**src/rtl/usb_rx_pkg.sv**
```systemverilog
// usb_rx_pkg: shared types, PID codes and CRC16 constants for the USB receive path
package usb_rx_pkg;
    typedef enum logic [2:0] {PK_NONE, PK_ACK, PK_NAK, PK_STALL, PK_DATA0, PK_DATA1} pkt_kind_t;
    typedef enum logic [2:0] {ERR_OK, ERR_TIMEOUT, ERR_PID, ERR_CRC, ERR_LEN} rx_err_t;
    typedef enum logic [2:0] {S_IDLE, S_ARMED, S_PID, S_DATA, S_DONE} rx_state_t;

    localparam logic [3:0] PID_ACK   = 4'b0010;
    localparam logic [3:0] PID_NAK   = 4'b1010;
    localparam logic [3:0] PID_STALL = 4'b1110;
    localparam logic [3:0] PID_DATA0 = 4'b0011;
    localparam logic [3:0] PID_DATA1 = 4'b1011;

    localparam logic [15:0] CRC16_POLY     = 16'h8005;
    localparam logic [15:0] CRC16_INIT     = 16'hFFFF;
    localparam logic [15:0] CRC16_RESIDUAL = 16'h800D;

    // PK_NONE for a malformed check nibble or an unsupported PID
    function automatic pkt_kind_t pid_kind(input logic [7:0] pid);
        if (pid[7:4] != ~pid[3:0]) return PK_NONE;
        case (pid[3:0])
            PID_ACK:   return PK_ACK;
            PID_NAK:   return PK_NAK;
            PID_STALL: return PK_STALL;
            PID_DATA0: return PK_DATA0;
            PID_DATA1: return PK_DATA1;
            default:   return PK_NONE;
        endcase
    endfunction
endpackage

```
**src/rtl/usb_crc16_check.sv**
```systemverilog
// usb_crc16_check: serial USB CRC16 with clear and bit-enable.
// residual_ok looks ahead so a bit enabled this cycle is already included.
module usb_crc16_check
    import usb_rx_pkg::*;
(
    input  logic clock,
    input  logic reset_n,
    input  logic clear,
    input  logic bit_en,
    input  logic bit_in,
    output logic residual_ok
);
    logic [15:0] crc, crc_n;

    always_comb begin
        crc_n = clear ? CRC16_INIT
              : bit_en ? {crc[14:0], 1'b0} ^ ((bit_in ^ crc[15]) ? CRC16_POLY : 16'h0000)
              : crc;
        residual_ok = crc_n == CRC16_RESIDUAL;
    end

    always_ff @(posedge clock or negedge reset_n)
        if (!reset_n) crc <= CRC16_INIT;
        else crc <= crc_n;
endmodule

```
**src/rtl/usb_packet_rx.sv**
```systemverilog
// usb_packet_rx: host-side USB packet receiver with PID decode, payload
// deserialisation, CRC16 check and response timeout.
module usb_packet_rx
    import usb_rx_pkg::*;
#(
    parameter int MAX_BYTES      = 8,
    parameter int TIMEOUT_CYCLES = 255
) (
    input  logic                           clock,
    input  logic                           reset_n,
    input  logic                           start,
    input  logic                           abort,
    input  logic                           in_bit,
    input  logic                           in_valid,
    input  logic                           in_eop,
    output logic                           done,
    output logic [2:0]                     kind,
    output logic [2:0]                     err,
    output logic [8*MAX_BYTES-1:0]         data_out,
    output logic [$clog2(MAX_BYTES+1)-1:0] byte_count
);
    localparam int TW = $clog2(TIMEOUT_CYCLES + 1);
    localparam int NW = $clog2(MAX_BYTES + 3);
    localparam int BW = $clog2(MAX_BYTES + 1);
    localparam logic [TW-1:0] T_MAX  = TW'(TIMEOUT_CYCLES);
    localparam logic [NW-1:0] NB_MAX = NW'(MAX_BYTES + 2);

    rx_state_t state, state_n;
    pkt_kind_t pkind, pkind_n;
    rx_err_t   perr, perr_n;
    logic [TW-1:0] tcnt;
    logic [7:0]    sh, sh_n;
    logic [2:0]    bit_cnt, bc_n;
    logic [NW-1:0] nbytes, nb_n;
    logic [15:0]   pend;
    logic [BW-1:0] bcnt_n;
    logic pid_full, ovf, ovf_n, take, byte_done, is_data, arm, crc_ok;

    assign arm       = state == S_IDLE && start && !abort;
    assign take      = in_valid && (state == S_ARMED || (state == S_PID && !pid_full)
                                    || (state == S_DATA && nbytes != NB_MAX));
    assign byte_done = take && bit_cnt == 3'd7;
    assign sh_n      = {in_bit, sh[7:1]};
    assign bc_n      = bit_cnt + 3'(take);
    assign nb_n      = nbytes + NW'(byte_done && state == S_DATA);
    assign ovf_n     = ovf || (state == S_DATA && in_valid && nbytes == NB_MAX);
    assign is_data   = pid_kind(sh_n) inside {PK_DATA0, PK_DATA1};

    usb_crc16_check u_crc (
        .clock       (clock),
        .reset_n     (reset_n),
        .clear       (state == S_IDLE && start),
        .bit_en      (take && state == S_DATA),
        .bit_in      (in_bit),
        .residual_ok (crc_ok)
    );

    always_comb begin
        state_n = state;
        pkind_n = pkind;
        perr_n  = perr;
        bcnt_n  = byte_count;
        case (state)
            S_IDLE: state_n = start ? S_ARMED : S_IDLE;
            S_ARMED: begin
                if (in_valid) state_n = S_PID;
                else if (tcnt == T_MAX) begin
                    state_n = S_DONE;
                    pkind_n = PK_NONE;
                    perr_n  = ERR_TIMEOUT;
                end
            end
            S_PID: begin
                if (byte_done) begin
                    pkind_n = pid_kind(sh_n);
                    perr_n  = pkind_n == PK_NONE ? ERR_PID : ERR_OK;
                    state_n = is_data ? S_DATA : S_PID;
                end else if (pid_full && in_valid && perr == ERR_OK) perr_n = ERR_LEN;
                // a truncated PID is reported as unrecognised
                if (in_eop) begin
                    state_n = S_DONE;
                    if (!pid_full && !byte_done) begin
                        pkind_n = PK_NONE;
                        perr_n  = ERR_PID;
                    end else if (byte_done && is_data) perr_n = ERR_LEN;
                end
            end
            S_DATA: begin
                if (in_eop) begin
                    state_n = S_DONE;
                    if (ovf_n || bc_n != 3'd0 || nb_n < NW'(2)) perr_n = ERR_LEN;
                    else begin
                        perr_n = crc_ok ? ERR_OK : ERR_CRC;
                        bcnt_n = BW'(nb_n - NW'(2));
                    end
                end
            end
            S_DONE:  state_n = S_IDLE;
            default: state_n = S_IDLE;
        endcase
        if (abort) state_n = S_IDLE;
    end

    always_ff @(posedge clock or negedge reset_n)
        if (!reset_n) state <= S_IDLE;
        else state <= state_n;

    // the newest two bytes are held back in pend: they may turn out to be the CRC field
    always_ff @(posedge clock or negedge reset_n)
        if (!reset_n) begin
            done       <= 1'b0;
            kind       <= PK_NONE;
            err        <= ERR_OK;
            data_out   <= '0;
            byte_count <= '0;
            pkind      <= PK_NONE;
            perr       <= ERR_OK;
            tcnt       <= '0;
            sh         <= '0;
            bit_cnt    <= '0;
            nbytes     <= '0;
            pend       <= '0;
            pid_full   <= 1'b0;
            ovf        <= 1'b0;
        end else begin
            done <= state_n == S_DONE;
            if (arm) begin
                data_out   <= '0;
                byte_count <= '0;
                pkind      <= PK_NONE;
                perr       <= ERR_OK;
                tcnt       <= '0;
                sh         <= '0;
                bit_cnt    <= '0;
                nbytes     <= '0;
                pend       <= '0;
                pid_full   <= 1'b0;
                ovf        <= 1'b0;
            end else begin
                pkind <= pkind_n;
                perr  <= perr_n;
                ovf   <= ovf_n;
                if (state == S_ARMED) tcnt <= tcnt + TW'(1);
                if (take) begin
                    sh      <= sh_n;
                    bit_cnt <= bc_n;
                end
                if (state == S_PID && byte_done) pid_full <= 1'b1;
                if (state == S_DATA && byte_done) begin
                    nbytes <= nb_n;
                    pend   <= {sh_n, pend[15:8]};
                    for (int k = 0; k < MAX_BYTES; k++)
                        if (nbytes >= NW'(2) && nbytes - NW'(2) == NW'(k)) data_out[8*k +: 8] <= pend[7:0];
                end
                if (state_n == S_DONE) begin
                    kind       <= pkind_n;
                    err        <= perr_n;
                    byte_count <= bcnt_n;
                end
            end
        end
endmodule

```
**config.mk**
```make
export PLATFORM = sky130hd
export DESIGN_NAME = usb_packet_rx
export DESIGN_NICKNAME = d
export VERILOG_FILES = /design/src/rtl/usb_rx_pkg.sv /design/src/rtl/usb_crc16_check.sv /design/src/rtl/usb_packet_rx.sv
export SDC_FILE = /design/constraint.sdc
export NUM_CORES = 1
export LEC_CHECK = 0
export ABC_AREA = 1
export BUFFER_PORTS_ARGS = -buffer_cell sky130_fd_sc_hd__buf_2
export CAP_MARGIN = 20
export CORE_MARGIN = 3
export CORE_UTILIZATION = 30
export CTS_CLUSTER_DIAMETER = 60
export DETAILED_ROUTE_END_ITERATION = 16
export PLACE_DENSITY = 0.45
export SYNTH_ARGS = -nofsm -noshare
export SYNTH_HDL_FRONTEND = slang
export SYNTH_SLANG_ARGS = --single-unit
```
**constraint.sdc**
```tcl
create_clock -name clock -period 3.91 [get_ports clock]
set_clock_uncertainty 0.1 [all_clocks]
set_input_delay 0.782 -clock clock [delete_from_list [all_inputs] [get_ports clock]]
set_output_delay 0.782 -clock clock [all_outputs]
set_load 0.1 [all_outputs]
```
### Yosys cells after proc, flatten, opt, wreduce, memory -nomap -nowiden

Cells that the tools add are included.

| operators by class | value |
|---|---|
| add/sub/neg operators | 5 |
| $lt $le $gt $ge | 2 |
| reductions and logical operators | 62 |
| muxes and demuxes | 69 |
| eq/ne operators | 25 |
| bitwise operators | 4 |

Operators with widths:

| cell | number |
|---|---|
| $mux 64 | 2 |
| $mux 8 | 12 |
| $mux 3 | 29 |
| $mux 16 | 5 |
| $reduce_bool 2->1 | 16 |
| $mux 4 | 7 |
| $logic_and 1x1->1 | 23 |
| $reduce_and 2->1 | 9 |
| $eq 16x16->1 const B | 1 |
| $eq 4x2->1 const B | 4 |
| $eq 4x3->1 const B | 4 |
| $eq 4x4->1 const B | 4 |
| $xor 16x16->16 | 1 |
| $pmux 3 s5 | 1 |
| $eq 3x3->1 const B | 4 |
| $pmux 3 s4 | 1 |
| $logic_not 3->1 | 3 |
| $pmux 3 s3 | 1 |
| $add 8x1->8 const B | 1 |
| $eq 8x8->1 const B | 1 |
| $mux 1 | 8 |
| $sub 4x2->4 const B | 2 |
| $eq 3x2->1 const B | 2 |
| $pmux 3 s2 | 1 |
| other kinds (18) | 25 |

| word-level totals | value |
|---|---|
| output and inout port bits | 75 |
| register bits after elaboration | 141 |

### Logic depth before layout (Yosys ltp)

| logic depth | value |
|---|---|
| depth in word-level cells | 19 |
| gate-level depth with buffers | 22 |

### Modules after synthesis

Synthesis repeated with hierarchy kept, for this count alone.

| second synthesis, totals | value |
|---|---|
| cells, all modules | 728 |
| area total of the unflattened synthesis | 6373.6 um^2 |

By module, submodules not included:

| module | instances | area an instance (um^2) | cells an instance |
|---|---|---|---|
| usb_packet_rx | 1 | 5542.8 | 629 |
| usb_crc16_check | 1 | 830.8 | 99 |

### Worst setup path before layout

OpenSTA, ideal clock, no wires.

| path | value |
|---|---|
| path kind | input port to flip-flop |
| from | in in_valid |
| to | reg err[2] |
| setup time | 0.125 ns |
| data arrival time | 2.975 ns |
| path slack | 0.710 ns |
| required time | 3.685 ns |
| stages | 18 |
| cells stage by stage | inv_1 > nor2_8 > nand2_4 > nor2_4 > buf_2 > clkbuf_1 > ha_1 > ha_1 > xor2_1 > nor2_1 > nand2_1 > nand3_1 > nor2_1 > o22ai_1 > a21oi_1 > o21ai_1 > o21ai_1 > o21ai_1 |

| between the ends | value |
|---|---|
| word-level cells in the longest chain between the ends | 9 |
| elaborated cells between the ends (all ways) | 33 |
| those cells by class | 2 x add/sub; 1 x order compare; 1 x eq/ne; 14 x mux; 15 x reduce/logical |

RTL lines:

| item | line | source |
|---|---|---|
| start: declaration | usb_packet_rx.sv:14 | `input logic in_valid,` |
| $logic_and 1x1->1 | usb_packet_rx.sv:40 | `assign take = in_valid && (state == S_ARMED \|\| (state == S_PID && !pid_full)` |
| $logic_and 1x1->1 | usb_packet_rx.sv:42 | `assign byte_done = take && bit_cnt == 3'd7;` |
| $logic_and 1x1->1 | usb_packet_rx.sv:45 | `assign nb_n = nbytes + NW'(byte_done && state == S_DATA);` |
| $add 4x1->4 | usb_packet_rx.sv:45 |  |
| $lt 4x2->1 | usb_packet_rx.sv:91 | `if (ovf_n \|\| bc_n != 3'd0 \|\| nb_n < NW'(2)) perr_n = ERR_LEN;` |
| $logic_or 1x1->1 | usb_packet_rx.sv:91 |  |
| $mux 3 | usb_packet_rx.sv:91 |  |
| $mux 3 | usb_packet_rx.sv:89 | `if (in_eop) begin` |
| $pmux 3 s3 | usb_packet_rx.sv:63 | `case (state)` |
| end signal: assignment | usb_packet_rx.sv:157 | `err <= perr_n;` |
| end: declaration | usb_packet_rx.sv:18 | `output logic [2:0] err,` |

Several ways; a longest one is shown, not always the timed one.
A chain may end at the register's enable or synchronous reset.

### Worst setup path in the final report

| path | value |
|---|---|
| from | reg nbytes[1] |
| to | reg byte_count[1] |

| between the ends | value |
|---|---|
| word-level cells in the longest chain between the ends | 13 |
| elaborated cells between the ends (all ways) | 29 |
| those cells by class | 3 x add/sub; 1 x order compare; 4 x eq/ne; 9 x mux; 12 x reduce/logical |

RTL lines:

| item | line | source |
|---|---|---|
| start: declaration | usb_packet_rx.sv:34 | `logic [NW-1:0] nbytes, nb_n;` |
| start signal: assignment | usb_packet_rx.sv:150 | `nbytes <= nb_n;` |
| $ne 4x4->1 | usb_packet_rx.sv:41 | `\|\| (state == S_DATA && nbytes != NB_MAX));` |
| $logic_and 1x1->1 | usb_packet_rx.sv:41 |  |
| $logic_or 1x1->1 | usb_packet_rx.sv:41 |  |
| $logic_and 1x1->1 | usb_packet_rx.sv:40 |  |
| $logic_and 1x1->1 | usb_packet_rx.sv:42 |  |
| $logic_and 1x1->1 | usb_packet_rx.sv:45 |  |
| $add 4x1->4 | usb_packet_rx.sv:45 |  |
| $sub 4x2->4 | usb_packet_rx.sv:94 | `bcnt_n = BW'(nb_n - NW'(2));` |
| $mux 4 | usb_packet_rx.sv:91 |  |
| $mux 4 | usb_packet_rx.sv:89 |  |
| $mux 4 | usb_packet_rx.sv:63 |  |
| $mux 4 | usb_packet_rx.sv:155 | `if (state_n == S_DONE) begin` |
| $mux 4 | usb_packet_rx.sv:127 | `if (arm) begin` |
| end signal: assignment | usb_packet_rx.sv:158 | `byte_count <= bcnt_n;` |
| end: declaration | usb_packet_rx.sv:20 | `output logic [$clog2(MAX_BYTES+1)-1:0] byte_count` |

Several ways; a longest one is shown, not always the timed one. The select of a mux whose other input is x is not followed.

==> results.txt <==
----------------------------------------------------
[Run status]
  Result of the run ... finished, final reports clean

[Global routing]
  Number of antenna violations at the first check in global routing ... 0
  Wire length of the first global-routing pass ... 26,000 um
  Via count of the first global-routing pass ... 4,911
  Total routing resource utilization after global routing ... 14.7%
  Overflow after GRT ... 0
  Maximum number of pins on one net before global-route repair ... 68

[Drt]
  Detail Route Antenna Nets ... 0
  Length of routed met2 wiring ... 7250 um
  Initial DRC count ... 315
  Met3 layer wire length in the routed design ... 777 um
  Metal-1 WL ... 7260 um
  WL per Instance ... 14.7 um
  Ratio of routed vias to standard cells ... 4.72
  Total via count in the routed design ... 4,980
  Highest routed layer ... met4
  Number of iterations in the first detailed-routing pass ... 8
  Post-detailed-routing wire length ... 15,500 um
  Remaining DRCs ... 0

[Critical path]
  Internal reg-to-reg setup slack ... 0.69 ns
  Depth of the worst register-to-register path ... 16
  Max Fanout on Critical Path ... 18
  Critical Path Source ... nbytes[1]
  Worst r2r dst ... byte_count[1]
  CP peak stage delay ... 0.46 ns
  Crit-path cells ... inv_2, nor2_2, nand2_1, nand2_1, nand3_4, nand2_2, inv_1, ha_1, ha_1, xor2_1, nor3_1, nand3_1, nor2_1, nand3_1, nand3_1, o21ai_0
  Worst R2R Start ... nbytes[1]
  Most used cell, CP ... sky130_fd_sc_hd__nand3_1
  Critical path type ... register to register
  Crit path required time ... 4.10 ns
  Capture point of the critical path ... byte_count[1]
  Kind of start point of the critical path ... register
  Slowest cell on crit path ... sky130_fd_sc_hd__dfrtp_1
  Arrival time at the worst endpoint ... 3.41 ns
  Worst Setup End Kind ... register

[Timing]
  Setup TNS ... 0 ns
  Final count of hold timing violations ... 0
  Tmin final ... 3.22 ns
  Slew Viols, Final ... 0
  Max_slew headroom ... 26.5%
  Fmax ... 0.311 GHz
  Worst hold margin ... 0.199 ns
  Final count of negative-setup-slack endpoints ... 0
  Setup repair after global routing missed its margin ... no
  Part of the cycle the worst path needs ... 82.2%
  Worst-Margin Slew ... 1.09 ns

[Power]
  Pwr per Cell Area ... 446 mW/mm^2
  Leakage ... 3.65 nW
  Maximum ir drop on the vdd rail ... 295 uV

[Logic synthesis]
  Primary flip-flop cell chosen by synthesis mapping ... sky130_fd_sc_hd__dfrtp_1
  Number of flops mapped to enable cells by yosys ... 0
  Number of flip-flops and latches in the synthesized netlist ... 140
  Area contributors post-synth ... sky130_fd_sc_hd__dfrtp_1 (51%), sky130_fd_sc_hd__nand2_1 (11%), sky130_fd_sc_hd__o21ai_0 (8.5%)
  Count of cell types in the netlist ... 41
  Sequential share of the synthesized area ... 57.8%
  Total of warnings raised by yosys ... 0
  Synthesized instance count ... 684
  Average cell area after synthesis ... 8.91 sq um
  Synth async-reset ratio ... 100%
  Fraction of post-synthesis cell area in the top cell type by area ... 50.9%
  Most common cell in the netlist ... sky130_fd_sc_hd__nand2_1
  Most numerous cell types in the synthesized netlist ... sky130_fd_sc_hd__nand2_1 (182), sky130_fd_sc_hd__dfrtp_1 (124), sky130_fd_sc_hd__o21ai_0 (103), sky130_fd_sc_hd__nand3_1 (54), sky130_fd_sc_hd__inv_1 (49)
  Largest area contributor in the synthesized netlist ... sky130_fd_sc_hd__dfrtp_1
  Net count of the mapped netlist ... 699
  Post-Syn Area ... 0.00609 sq mm

[Clocking]
  Root buffer selected by CTS ... sky130_fd_sc_hd__clkbuf_16
  Post CTS Setup Buffer Count ... 0
  H-tree depth ... 4
  Cts hold-fix bufs ... 0
  Buffer depth of the longest clock path ... 2
  Total CTS buffers ... 17
  CTS sink count ... 140
  Clock insertion delay at the later pin of the skew report ... 0.42 ns
  Number of resized instances in the post-cts repair step ... 0
  CTS tree ... done
  CTS clk-pin slew, worst paths ... 0.06 ns

[Die]
  Starting density of the core ... 30.9%
  DIE AREA ... 0.0221 sq mm
  Die extent in y ... 149 um
  IO Pins ... 82
  Number of rows created at floorplan ... 51
  Core outline area ... 0.0197 sq mm
  DIE WIDTH ... 149 um

[Final layout]
  Layout cell share with drive strength beyond 1 ... 20.6%
  Synthesis-to-finish area growth ... 21.9%
  Total number of nets in the final design ... 792
  Non-filler cells in the finished layout ... 1,055
  Antenna Diode Count ... 0

[Placement]
  Placer congestion estimate ... 0.811
  Port buffer count ... 81
  Half-perimeter wire length of the detailed placement result ... 11,100 um
  Placed Instances ... 1,023

[Run]
  Max Cap Viol ... 0

[Min path]
  Class of the most critical hold timing path ... input port to async pin

----------------------------------------------------
## cells by family (layout without fill, tap and decap cells)
group	after synthesis	count (layout)	synth area share [%]
AOI/OAI and AO/OA	146	146	12.8
xor gates and xnor gates	8	8	1.15
DFF	140	140	57.8
buffers and inverters	77	183	4.95
and+or+nand+nor	305	305	21.7
adders and majority gates	8	8	1.64
## worst min-delay path by stage
stage,to,slack (ns)
global placement,data_out[28],0.36
CTS,data_out[41],0.20
global route,data_out[29],0.22
floorplan,ovf,0.35
finish,data_out[29],0.20
detailed placement,err[1],0.36
## critical path: cells and delay by family (launching register included)
kind / cells / cell delay [ns]
simple gates: 10 / 1.64
compound gates: 1 / 0.10
xor+xnor: 1 / 0.16
buf+inv: 2 / 0.22
fa+ha+maj: 2 / 0.41
flops: 1 / 0.46
## flip-flops by register name, indices dropped and copies added (netlist names)
| name | count |
|---|---|
| done | 1 |
| pid_full | 1 |
| pend | 16 |
| ovf | 1 |
| state | 3 |
| u_crc.crc | 16 |
| err | 3 |
| pkind | 3 |
| bit_cnt | 3 |
| nbytes | 4 |
| kind | 3 |
| sh | 7 |
| byte_count | 4 |
| perr | 3 |
| data_out | 64 |
| tcnt | 8 |
## layout by cell type (no fill, tap or decap), types with 2 or more instances in the layout
cell type	instances
sky130_fd_sc_hd__inv_8	2
sky130_fd_sc_hd__nor3_1	8
sky130_fd_sc_hd__ha_1	8
sky130_fd_sc_hd__a41oi_1	2
sky130_fd_sc_hd__clkinvlp_4	2
sky130_fd_sc_hd__inv_1	49
sky130_fd_sc_hd__nand2_1	182
sky130_fd_sc_hd__clkinv_4	3
sky130_fd_sc_hd__buf_4	11
sky130_fd_sc_hd__dfrtp_1	124
sky130_fd_sc_hd__inv_6	6
sky130_fd_sc_hd__xnor2_1	4
sky130_fd_sc_hd__o21ai_1	5
sky130_fd_sc_hd__nand2_2	3
sky130_fd_sc_hd__nand3_1	54
sky130_fd_sc_hd__dfstp_2	16
sky130_fd_sc_hd__o22ai_1	5
sky130_fd_sc_hd__a21oi_1	17
sky130_fd_sc_hd__buf_2	80
sky130_fd_sc_hd__nor2_1	42
sky130_fd_sc_hd__nor2_4	2
sky130_fd_sc_hd__o21ai_0	103
sky130_fd_sc_hd__inv_2	8
sky130_fd_sc_hd__nor2_2	3
sky130_fd_sc_hd__nor4_1	2
sky130_fd_sc_hd__clkinv_8	2
sky130_fd_sc_hd__a31oi_1	7
sky130_fd_sc_hd__xor2_1	4
sky130_fd_sc_hd__clkbuf_16	17
## metrics by stage
step	cell area (sq um)	util, %	worst slack, ns	total power [mW]
after detailed placement	6850	34.8	0.597	1.79
after global routing	7430	37.7	0.252	3.48
after floorplan	6090	-	0.710	1.70
after global placement	6850	34.8	0.674	1.79
final	7430	37.7	0.694	3.31
after CTS	7430	37.7	0.655	3.37
## metal layers
layer,vias up,GRT usage [%]
met3,18,3.35
met1,2366,19.6
met5,-,0
met2,132,24.0
met4,0,4.62
li1,2464,-
## report_power, final
part	switching, mW	leakage, nW	total (mW)	internal, mW
clock network	0.701	0.275	1.55	0.844
logic	0.203	1.48	0.266	0.0627
registers	0.0210	1.89	1.50	1.48
total	0.926	3.65	3.31	2.38
## cell type report
cell class / count / area (sq um)
clock buffers: 17 / 425
repair buffers: 93 / 514
well taps: 265 / 332
multi-input cells: 467 / 2270
flip-flops and latches: 140 / 3520
clock inverters: 15 / 149
inverters: 58 / 218
fillers: 2003 / 12300
Power figures use the tool's default switching activity.
